## config.mk

```make
export PLATFORM = sky130hd
export DESIGN_NAME = axis_rr_arbiter
export DESIGN_NICKNAME = d
export VERILOG_FILES = /design/src/rtl/axis_rr_arbiter.sv
export SDC_FILE = /design/constraint.sdc
export NUM_CORES = 1
export LEC_CHECK = 0
export CORE_ASPECT_RATIO = 2
export CORE_MARGIN = 4
export CORE_UTILIZATION = 25
export CTS_CLUSTER_DIAMETER = 100
export DETAILED_ROUTE_END_ITERATION = 7
export HOLD_SLACK_MARGIN = 0.06
export PLACE_DENSITY_LB_ADDON = 0.3
export SYNTH_ARGS = -nofsm -noshare
export SYNTH_HDL_FRONTEND = slang
export SYNTH_SLANG_ARGS = --single-unit
```

## constraint.sdc

```tcl
create_clock -name aclk -period 1.9 [get_ports aclk]
set_input_delay 0.38 -clock aclk [delete_from_list [all_inputs] [get_ports aclk]]
set_output_delay 0.38 -clock aclk [all_outputs]
set_load 0.005 [all_outputs]
```

## src/rtl/axis_rr_arbiter.sv

```systemverilog
`default_nettype none
// ============================================================================
// Module      : axis_rr_arbiter
// Description : Packet-level round-robin arbiter. Shares one AXI-Stream master
//               port between NUM_SRC AXI-Stream slave ports. A grant is taken
//               in IDLE, held from the first beat to the tlast handshake
//               (PASS), and released with one bubble cycle between packets.
//               Packets are never interleaved.
// Ports       : aclk, aresetn (async, active-low)
//               s_tvalid/s_tready/s_tlast        [NUM_SRC]  per-source handshake
//               s_tdata/s_tstrb/s_tkeep/s_tid/
//               s_tdest/s_tuser                  flattened, source i at [i*W +: W]
//               m_t*                             single master stream
//               grant_valid                      high while a packet is locked
//               grant_idx                        index of locked source
// Config      : AXIS_ARB_TID_TAG_EN - when defined, m_tid carries the
//               zero-extended grant index instead of the source tid.
// Revision    : 1.0 - initial release
// ============================================================================
module axis_rr_arbiter #(
    parameter int NUM_SRC     = 4,
    parameter int TDATA_BYTES = 4,
    parameter int TID_BITS    = 2,
    parameter int TDEST_BITS  = 1,
    parameter int TUSER_BITS  = 1
) (
    input  logic                                 aclk,
    input  logic                                 aresetn,
    input  logic [NUM_SRC-1:0]                   s_tvalid,
    output logic [NUM_SRC-1:0]                   s_tready,
    input  logic [NUM_SRC*TDATA_BYTES*8-1:0]     s_tdata,
    input  logic [NUM_SRC*TDATA_BYTES-1:0]       s_tstrb,
    input  logic [NUM_SRC*TDATA_BYTES-1:0]       s_tkeep,
    input  logic [NUM_SRC-1:0]                   s_tlast,
    input  logic [NUM_SRC*TID_BITS-1:0]          s_tid,
    input  logic [NUM_SRC*TDEST_BITS-1:0]        s_tdest,
    input  logic [NUM_SRC*TUSER_BITS-1:0]        s_tuser,
    output logic                                 m_tvalid,
    input  logic                                 m_tready,
    output logic [TDATA_BYTES*8-1:0]             m_tdata,
    output logic [TDATA_BYTES-1:0]               m_tstrb,
    output logic [TDATA_BYTES-1:0]               m_tkeep,
    output logic                                 m_tlast,
    output logic [TID_BITS-1:0]                  m_tid,
    output logic [TDEST_BITS-1:0]                m_tdest,
    output logic [TUSER_BITS-1:0]                m_tuser,
    output logic                                 grant_valid,
    output logic [$clog2(NUM_SRC)-1:0]           grant_idx
);

    localparam int c_IDX_W = $clog2(NUM_SRC);
    localparam int c_SUM_W = c_IDX_W + 1;
    localparam int c_DW    = TDATA_BYTES * 8;
    localparam int c_BW    = TDATA_BYTES;

    localparam logic [0:0] c_IDLE = 1'b0;
    localparam logic [0:0] c_PASS = 1'b1;

    logic [0:0]         r_state;
    logic [c_IDX_W-1:0] r_ptr;
    logic [c_IDX_W-1:0] r_grant_idx;

    logic               w_found;
    logic [c_IDX_W-1:0] w_sel;
    logic [c_IDX_W-1:0] w_next_ptr;
    logic [TID_BITS-1:0] w_src_tid;

`ifdef AXIS_ARB_TID_TAG_EN
    generate
        if (TID_BITS < $clog2(NUM_SRC)) begin : g_tid_width_err
            $error("axis_rr_arbiter: TID_BITS too narrow to carry the grant index");
        end
    endgenerate
`endif

    // Circular search: first requesting source at or after the rr pointer.
    // The sum is kept one bit wider so the wrap works for non-power-of-2 counts.
    always_comb begin
        logic [c_SUM_W-1:0] v_idx;
        w_found = 1'b0;
        w_sel   = '0;
        v_idx   = '0;
        for (int k = 0; k < NUM_SRC; k++) begin
            v_idx = {1'b0, r_ptr} + c_SUM_W'(k);
            if (v_idx >= c_SUM_W'(NUM_SRC)) begin
                v_idx = v_idx - c_SUM_W'(NUM_SRC);
            end
            if (!w_found && s_tvalid[v_idx[c_IDX_W-1:0]]) begin
                w_found = 1'b1;
                w_sel   = v_idx[c_IDX_W-1:0];
            end
        end
    end

    // Pointer moves to the source after the one that just finished.
    always_comb begin
        logic [c_SUM_W-1:0] v_nxt;
        v_nxt = {1'b0, r_grant_idx} + c_SUM_W'(1);
        if (v_nxt >= c_SUM_W'(NUM_SRC)) begin
            v_nxt = '0;
        end
        w_next_ptr = v_nxt[c_IDX_W-1:0];
    end

    // Datapath mux. Everything is gated by the registered state, so m_tvalid
    // never depends on m_tready and all payload reads zero outside PASS.
    always_comb begin
        m_tvalid  = 1'b0;
        m_tdata   = '0;
        m_tstrb   = '0;
        m_tkeep   = '0;
        m_tlast   = 1'b0;
        m_tdest   = '0;
        m_tuser   = '0;
        w_src_tid = '0;
        s_tready  = '0;
        if (r_state == c_PASS) begin
            for (int i = 0; i < NUM_SRC; i++) begin
                if (r_grant_idx == c_IDX_W'(i)) begin
                    m_tvalid    = s_tvalid[i];
                    m_tdata     = s_tdata[i*c_DW +: c_DW];
                    m_tstrb     = s_tstrb[i*c_BW +: c_BW];
                    m_tkeep     = s_tkeep[i*c_BW +: c_BW];
                    m_tlast     = s_tlast[i];
                    m_tdest     = s_tdest[i*TDEST_BITS +: TDEST_BITS];
                    m_tuser     = s_tuser[i*TUSER_BITS +: TUSER_BITS];
                    w_src_tid   = s_tid[i*TID_BITS +: TID_BITS];
                    s_tready[i] = m_tready;
                end
            end
        end
    end

`ifdef AXIS_ARB_TID_TAG_EN
    assign m_tid = (r_state == c_PASS) ? TID_BITS'(r_grant_idx) : '0;
`else
    assign m_tid = w_src_tid;
`endif

    always_ff @(posedge aclk or negedge aresetn) begin
        if (!aresetn) begin
            r_state     <= c_IDLE;
            r_ptr       <= '0;
            r_grant_idx <= '0;
        end else begin
            case (r_state)
                c_IDLE: begin
                    if (w_found) begin
                        r_grant_idx <= w_sel;
                        r_state     <= c_PASS;
                    end
                end
                c_PASS: begin
                    if (m_tvalid && m_tready && m_tlast) begin
                        r_ptr   <= w_next_ptr;
                        r_state <= c_IDLE;
                    end
                end
                default: r_state <= c_IDLE;
            endcase
        end
    end

    assign grant_valid = (r_state == c_PASS);
    assign grant_idx   = r_grant_idx;

endmodule
`default_nettype wire

```

==> impl_metrics.tcl <==
set metrics [dict create \
    clock_latency_ps 230 \
    cts_buffers 3 \
    ys_warn_count 0 \
    finClkSkew_ps 4.762 \
    cp-end-kind "primary output" \
    avgSynthCellArea_um2 7.765 \
    hold_violations 0 \
    syn_to_final_growth_pct 159.8 \
    slowest_stage "dfrtp_1" \
    synth_top_area_share_pct 28.97 \
    cts_hold_buf 0 \
    slew_violations 0 \
    power_density_nw_per_um2 1440 \
    failed_checks "setup timing" \
    fin_cells 639 \
    vias 3312 \
    netlist_top_cells_area "a221oi_2 (29%), a22o_1 (18%), a21oi_1 (11%)" \
    synth-edff-count 0 \
    async_reset_ff_share_pct 100.0 \
    synth_common_cells "inv_1 (49), a21oi_1 (45), a22o_1 (43)" \
    grt_first_pass_wirelength_mm 17.17 \
    synth.net_count 458 \
    cts_tree "yes" \
    yosysMostFrequentCell "inv_1" \
    timing.hold.ws_ps 386.2 \
    place_hpwl_mm 9.055 \
    syn_inst 267 \
    rows 46 \
    synth_top_family_by_area "compound AO/OA/AOI/OAI gates" \
    cts_sinks 5 \
    place_worst_setup_slack_ps -543.9 \
    fmax_mhz 407.4 \
    synth_compound_area_share_pct 63.61 \
    io_buffers 239 \
    post-route-cell-area_um2 5386 \
    max_slew_margin_pct 76.05 \
    grt_usage_pct 22.05 \
    grt_start_max_net_pins 23 \
    drcViolationCount 0 \
    drt-total-wl_mm 12.20 \
    cap_violations 0 \
    first_iter_violations 83 \
    dieArea_um2 9903 \
    cp_max_fo 19 \
    yosys.area_share.xor_xnor_pct 0 \
    finalPower_mw 7.758 \
    setup_viol_count_final 51 \
    cp_cell_sequence "buf_4, ha_4, buf_4, a221oi_2, a21oi_1, a22o_1, dlygate4sd2_1" \
    period_share_pct 129.2 \
    place_area_um2 4833 \
    cpMostUsedCell "buf_4" \
    gr-total-overflow 0 \
    dr.pass1.iters 4 \
    grt_antenna_before_repair 0 \
    tightest_slew_ps 359.2 \
    syn_area_um2 2073 \
    hold_path_class "input port to async pin" \
    grt_pass1_vias 3431 \
    cp_slowest_stage_delay_ps 400 \
    yosys.area.top_type "a221oi_2" \
    cp.arrival_ps 2070 \
    crit_type "flop to primary output" \
    synth_seq_area_share_pct 6.035 \
    status "finished with violations" \
    p_leak_nw 2.405 \
    synth.area.mux_share_pct 2.293 \
    yosys.area_share.simple_pct 8.389 \
    dp_cells 605 \
    ys_ff_latch 5 \
    die-width_um 72.40 \
    yosys.area_share.adder_pct 2.414 \
    peakVddDrop_mv 1.118 \
    fin_util_pct 67.33 \
    ioPinCount 240 \
    ys.flop_type "dfrtp_1" \
    period_needed_ps 2455 \
    via_per_inst 5.183 \
    cts_buffer_depth 2 \
    drt-wirelength-per-cell_um 19.08 \
    drive_gt1_share_pct 31.31 \
    htree_num_levels 1 \
    setup_tns_ps -19600 \
    num_antenna_cells 0 \
    clk_transition_reported_paths_ps 40 \
    required_ps 1520 \
    layout.nets 735 \
    clk_root_buffer_cell "clkbuf_16" \
    initial_core_util_pct 25.91 \
    cp-start-kind "flop" \
    layout_setup_ws_ps -554.7 \
    drtAntennaViolNets 0 \
    core_area_um2 8000 \
    fp.dieH_um 136.8 \
    place_congestion 0.8822 \
    synthDistinctLibCells 37 \
    rsz0062_at_grt "true" \
]
## layout by cell type (no fill, tap or decap), types with 3 or more instances in the layout
cell and count:
buf_4 34, a21oi_2 4, a221oi_4 8, dfrtp_1 5, clkbuf_16 3, ha_4 4
a21oi_1 41, a221oi_2 35, nand2_1 5, buf_16 5, inv_1 47, and2_1 3
buf_12 11, dlygate4sd2_1 7, and3_1 3, clkdlybuf4s50_1 189, buf_6 16, a22o_1 43
buf_2 31, nor2b_4 3, clkdlybuf4s15_1 8
## repair_timing
item	in CTS	in global routing
setup buffers	25	9
pin swaps	50	24
gates cloned	6	0
setup endpoints to repair	53	53
gates resized for setup	183	36
## final timing paths
kind | start | end | slack [ps] | cells after the start
worst max-delay path | grant_idx[0]$_DFFE_PN0P_ | m_tstrb[0] | -550 | 7
worst min-delay path | aresetn | r_ptr[1]$_DFFE_PN0P_ | 390 | 1
worst max register to register | grant_idx[0]$_DFFE_PN0P_ | r_ptr[1]$_DFFE_PN0P_ | -210 | 10
worst min register to register | r_ptr[0]$_DFFE_PN0P_ | r_ptr[0]$_DFFE_PN0P_ | 560 | 1
max in group asynchronous | aresetn | grant_idx[1]$_DFFE_PN0P_ | 1300 | 1
min in group aclk | r_ptr[0]$_DFFE_PN0P_ | r_ptr[0]$_DFFE_PN0P_ | 560 | 1
## flip-flops by register name (all words and copies together), names as in the netlist
register     cells
r_ptr            2
grant_idx        2
grant_valid      1
## critical path: cells and delay by family (launching register included)
family,cells,cell delay [ps]
flops,1,400
compound gates,3,600
buf+inv,3,670
fa+ha+maj,1,170
## logic make-up (layout without fill, tap and decap cells)
family	Yosys count	after routing
mux	4	4
compound gates	143	143
fa+ha+maj	4	4
buf+inv	81	357
flops	5	5
simple gates	30	30
## power by group
part / total [mW] / internal, mW / switching [mW]
combinational: 7.20 / 4.14 / 3.06
sequential: 0.201 / 0.155 / 0.0462
clock: 0.354 / 0.276 / 0.0777
## per-layer routing
layer	vias to the layer above	global-route usage, %	share of wire [%]	routed length [um]
met5	-	0	0	0
met4	0	8.624	3.7	452
met3	32	4.559	7.7	940
met2	161	42.79	56	6863
met1	1535	22.04	32	3938
li1	1584	-	-	-
## cell type report
| type | instances | area (um^2) |
|---|---|---|
| Tap cell | 96 | 120.1 |
| Timing Repair Buffer | 304 | 3038 |
| Multi-Input combinational cell | 181 | 1839 |
| Clock buffer | 3 | 75.07 |
| Fill cell | 681 | 2614 |
| Clock inverter | 1 | 5.005 |
| Inverter | 49 | 183.9 |
| Sequential cell | 5 | 125.1 |
No activity file was read; power rests on OpenSTA's default activity.
